==> src/rtl/serial_sub_if.sv <==
// Handshake and operand/result bundle for the bit-serial subtractor.
// The master drives a request with operands; the slave returns status and the held result.
interface serial_sub_if #(
    parameter int WIDTH = 8
);
    logic             start;
    logic [WIDTH-1:0] a;
    logic [WIDTH-1:0] b;
    logic             busy;
    logic             done;
    logic [WIDTH-1:0] diff;
    logic             borrow;

    modport master (
        output start, a, b,
        input  busy, done, diff, borrow
    );

    modport slave (
        input  start, a, b,
        output busy, done, diff, borrow
    );
endinterface

==> src/rtl/serial_sub.sv <==
// Bit-serial LSB-first subtractor: one full-subtractor cell plus a borrow flip-flop,
// producing diff = a - b (mod 2^WIDTH) and the final borrow after WIDTH cycles.
module serial_sub #(
    parameter int WIDTH = 8
) (
    input  logic         clk,
    input  logic         rst,
    serial_sub_if.slave  bus
);
    localparam int CW = $clog2(WIDTH) + 1;

    typedef enum logic [1:0] {
        IDLE = 2'd0,
        RUN  = 2'd1,
        DONE = 2'd2
    } state_t;

    state_t           state;
    state_t           state_next;
    logic [WIDTH-1:0] sa;
    logic [WIDTH-1:0] sb;
    logic [WIDTH-1:0] sr;
    logic [CW-1:0]    cnt;
    logic             bff;
    logic [WIDTH-1:0] diff_q;
    logic             borrow_q;

    logic             x;
    logic             y;
    logic             d;
    logic             bo;
    logic             last;

    // Full-subtractor cell working on the current LSBs and the stored borrow.
    assign x    = sa[0];
    assign y    = sb[0];
    assign d    = x ^ y ^ bff;
    assign bo   = (~x & y) | (~(x ^ y) & bff);
    assign last = (cnt == CW'(WIDTH - 1));

    always_ff @(posedge clk or posedge rst) begin
        if (rst) begin
            state <= IDLE;
        end else begin
            state <= state_next;
        end
    end

    always_comb begin
        state_next = state;
        case (state)
            IDLE:    if (bus.start) state_next = RUN;
            RUN:     if (last) state_next = DONE;
            DONE:    state_next = IDLE;
            default: state_next = IDLE;
        endcase
    end

    // Operands are captured only on an accepted start; the result registers
    // move only on the completing edge so they hold the previous result during RUN.
    always_ff @(posedge clk or posedge rst) begin
        if (rst) begin
            sa       <= '0;
            sb       <= '0;
            sr       <= '0;
            cnt      <= '0;
            bff      <= 1'b0;
            diff_q   <= '0;
            borrow_q <= 1'b0;
        end else begin
            case (state)
                IDLE: begin
                    if (bus.start) begin
                        sa  <= bus.a;
                        sb  <= bus.b;
                        bff <= 1'b0;
                        cnt <= '0;
                    end
                end
                RUN: begin
                    sr  <= {d, sr[WIDTH-1:1]};
                    sa  <= sa >> 1;
                    sb  <= sb >> 1;
                    bff <= bo;
                    cnt <= cnt + CW'(1);
                    if (last) begin
                        diff_q   <= {d, sr[WIDTH-1:1]};
                        borrow_q <= bo;
                    end
                end
                default: ;
            endcase
        end
    end

    assign bus.busy   = (state != IDLE);
    assign bus.done   = (state == DONE);
    assign bus.diff   = diff_q;
    assign bus.borrow = borrow_q;
endmodule
==> src/flat_wrapper.sv <==
// flat-port wrapper written by rule: the top's interface ports become plain ports
module serial_sub_flat 
#(
    parameter int WIDTH = 8
)
  (clk, rst, bus_start, bus_a, bus_b, bus_busy, bus_done, bus_diff, bus_borrow);
  serial_sub_if #(.WIDTH(WIDTH)) bus_i ();
  input  logic clk;
  input  logic rst;
  input wire logic [$bits(bus_i.start)-1:0] bus_start;
  input wire logic [$bits(bus_i.a)-1:0] bus_a;
  input wire logic [$bits(bus_i.b)-1:0] bus_b;
  output wire logic [$bits(bus_i.busy)-1:0] bus_busy;
  output wire logic [$bits(bus_i.done)-1:0] bus_done;
  output wire logic [$bits(bus_i.diff)-1:0] bus_diff;
  output wire logic [$bits(bus_i.borrow)-1:0] bus_borrow;
  assign bus_i.start = bus_start;
  assign bus_i.a = bus_a;
  assign bus_i.b = bus_b;
  assign bus_busy = bus_i.busy;
  assign bus_done = bus_i.done;
  assign bus_diff = bus_i.diff;
  assign bus_borrow = bus_i.borrow;
  serial_sub #(.WIDTH(WIDTH)) u_core (.clk(clk), .rst(rst), .bus(bus_i));
endmodule
==> config.mk <==
export PLATFORM = sky130hd
export DESIGN_NAME = serial_sub_flat
export DESIGN_NICKNAME = d
export VERILOG_FILES = /design/src/rtl/serial_sub_if.sv /design/src/rtl/serial_sub.sv /design/src/flat_wrapper.sv
export SDC_FILE = /design/constraint.sdc
export NUM_CORES = 1
export LEC_CHECK = 0
export BUFFER_PORTS_ARGS = -buffer_cell sky130_fd_sc_hd__clkbuf_2
export CAP_MARGIN = 20
export CORE_AREA = 2 2 78 80
export DETAILED_ROUTE_END_ITERATION = 8
export DIE_AREA = 0 0 80 82
export GPL_ROUTABILITY_DRIVEN = 0
export PLACE_DENSITY = 0.56
export SLEW_MARGIN = 20
export SYNTH_ARGS = -nofsm -noshare
export SYNTH_HDL_FRONTEND = slang
export SYNTH_SLANG_ARGS = --single-unit
==> constraint.sdc <==
create_clock -name clk -period 1.9 [get_ports clk]
set_input_delay 0.19 -clock clk [delete_from_list [all_inputs] [get_ports clk]]
set_output_delay 0.19 -clock clk [all_outputs]
set_load 0.01 [all_outputs]
==> reports/metrics.cfg <==
[power]
p_sw_uw=983
switching_share=0.340
seqPwrFrac=0.471
p_comb_frac=0.344
pwr_density_cell_nw_per_um2=1400
leakage_nw=1.02
internal_power_mw=1.91
irDropWorstVdd_mv=0.434
p_total_mw=2.89
clock_power_share=0.186

[grt]
antenna_found_initial=0
grt_overflow=0
grt_max_degree=40
grt_pass1_wl_mm=5.66
grt_usage=0.113
grt_pass1_vias=1165

[timing]
max_freq_mhz=658
slew_viol_final=0
rsz0062_at_grt=no
fin_skew_ns=0.00776
setup_violations=0
post-route-min-period_ns=1.52
timing.slew.headroom=0.665
tns_ns=0
hold_viol_final=5
fin_crit_sh=0.800
worst_slew_pin_slew_ns=0.502
hold_slack_ns=-0.00405

[floorplanning]
die_h_microns=82
die_x_microns=80
start_util=0.308
dieArea_sq_um=6560
rows=28
core_sq_um=5750
ioPinCount=30

[routing]
drt-pass1-iter-count=4
routed_wl_mm=3.42
postRouteAntennaNets=0
viasPerCell=4.48
drt_iter0_drc=64
vias=1224
wl_per_cell_microns=12.5
drc_errors=0

[flow_run]
maxCapViolations=0

[clock_tree]
holdBufCountCts=0
cts_max_path_buffers=2
postCtsSetupBuffers=0
cts_made_buffers=5
htree_levels=2
insertion_delay_ns=0.28
cts_tree=done
cts_root_buf=clkbuf_8
cts_resized=0
clk_pin_slew_ns=0.08
cts.sinks=39

[final_layout]
n_antenna_cell=0
area_growth_pct=16.4
multi_input_area_sq_um=708
n_fill_cell=603
drive_above_1_share=0.263
regArea_sq_um=976
final_nets=218
finalCoreUtilization=0.359

[worst_setup_path]
cp.required_ns=1.71
startpoint_type=register
worstSetupEndpointType=output pin
worstPathArrival_ns=1.33
worst-setup-path-type=register to output pin
crit_fanout=33

[synthesis]
netlist_top_cells_area=dfrtp_1 55%, nand2_1 8.3%, mux2_4 6.8%
ys_seq_area_frac=0.551
yosysWarnings=0
syn_area_sq_um=1770
syn_avg_cell_area_sq_um=10.6
syn_inst=167
yosysUniqueCellTypes=29
synth_top_area_share=0.551
synth_area_leader_cell=dfrtp_1
ys_seq_elements=39
syn_nets=188

[run_status]
violations=hold timing
status=finished with violations

[placed_design]
place_hpwl_mm=2.26
numPortBuffers=29

[hold_path]
hold_class=input pin to async pin

## registers in the layout (all words and copies together) (netlist names)
register and count:
u_core.bus.borrow 1, u_core.cnt 4, u_core.sr 7, u_core.bff 1, u_core.state 2, u_core.sb 8, u_core.sa 8, u_core.bus.diff 8
## stage by stage
stage          area, sq um  setup WS (ns)  cells  hold slack, ns
2_1_floorplan         1770          0.467    167           0.383
3_3_place_gp          1980          0.505    265           0.322
3_5_place_dp          1980          0.501    265           0.326
4_1_cts               2060          0.351    273          0.0124
5_1_grt               2060          0.328    273          0.0389
6_report              2060          0.380    273        -0.00405
## metal layers
layer / share of wire / track usage / vias to the layer above / wire length, microns
met1: 0.50 / 0.150 / 566 / 1700
li1: - / - / 626 / -
met2: 0.45 / 0.173 / 27 / 1520
met3: 0.042 / 0.0319 / 5 / 144
met4: 0.016 / 0.0508 / 0 / 53
met5: 0 / 0 / - / 0
## cell type report
class	count	area share
clock buffer	7	0.0370
clock inverter	1	0.00243
inverter	5	0.00911
multi-input combinational	112	0.344
sequential	39	0.474
tap	75	0.0455
timing repair buffer	34	0.0886
## power by group through the flow
stage | logic [mW] | registers [mW] | clock network, mW
2_1_floorplan | 0.742 | 1.38 | 0
3_3_place_gp | 1.00 | 1.38 | 0
3_5_place_dp | 1.02 | 1.38 | 0
4_1_cts | 1.02 | 1.37 | 0.558
5_1_grt | 1.14 | 1.41 | 0.591
6_report | 0.994 | 1.36 | 0.537
## path summary, 6_finish.rpt
check	start	endpoint	slack, ns	cells past startpoint
worst max-delay path	u_core.state[0]	bus_busy	0.38	3
worst min register to register	u_core.sb[0]	u_core.sb[0]	0.49	2
worst max register to register	u_core.state[1]	u_core.bus.diff[1]	0.48	3
min in group clk	bus_b[7]	u_core.sb[7]	0.19	3
max in group asynchronous	rst	u_core.bus.diff[2]	1.55	3
worst min-delay path	rst	u_core.bus.diff[5]	-0.004	3
## worst max-delay path, stage by stage (launching register included)
cell,delay [ns]
dfrtp_1,0.37
buf_4,0.22
or2_2,0.31
clkbuf_2,0.13
## cell families (layout without fill, tap and decap cells)
logic type	Yosys count	after routing	synth area share
buffers and inverters	16	47	0.0488
adders and majority gates	2	2	0.0184
DFF	39	39	0.551
and+or+nand+nor	60	60	0.172
AOI/OAI and AO/OA	40	40	0.129
muxes	10	10	0.0799
## cell usage after synthesis
library cell  instances
a21oi_1              12
fa_1                  1
a41oi_1               1
buf_12                1
and4_4                1
nor2_1                1
nand2_1              39
nor2b_1               4
or2_2                 1
o21bai_1              1
a22o_1                2
mux2_4                8
buf_2                 2
clkbuf_1              7
a22oi_1               5
nand3_1               1
mux2_2                1
or2_0                 1
ha_1                  1
nor2b_2               1
o21ai_0              18
and2b_1               1
inv_1                 5
mux2i_1               1
buf_6                 1
nand2b_1              1
and3b_1               9
a211oi_1              1
dfrtp_1              39
## layout by cell type, fill, tap and decap left out
cell type / synthesis / layout
ha_1: 1 / 1
clkbuf_2: 0 / 29
o21ai_0: 18 / 18
clkbuf_8: 0 / 5
nand3_1: 1 / 1
or2_0: 1 / 1
dfrtp_1: 39 / 39
fa_1: 1 / 1
mux2_4: 8 / 8
mux2_2: 1 / 1
a41oi_1: 1 / 1
a21oi_1: 12 / 12
nand2b_1: 1 / 1
or2_2: 1 / 1
nand2_1: 39 / 39
clkbuf_1: 7 / 2
and4_4: 1 / 1
nor2b_2: 1 / 1
and2b_1: 1 / 1
a211oi_1: 1 / 1
nor2b_1: 4 / 4
and3b_1: 9 / 9
buf_4: 0 / 5
nor2_1: 1 / 1
o21bai_1: 1 / 1
mux2i_1: 1 / 1
inv_1: 5 / 5
a22o_1: 2 / 2
a22oi_1: 5 / 5
clkinv_2: 0 / 1
Note: power is estimated with default switching activity, not from simulation.
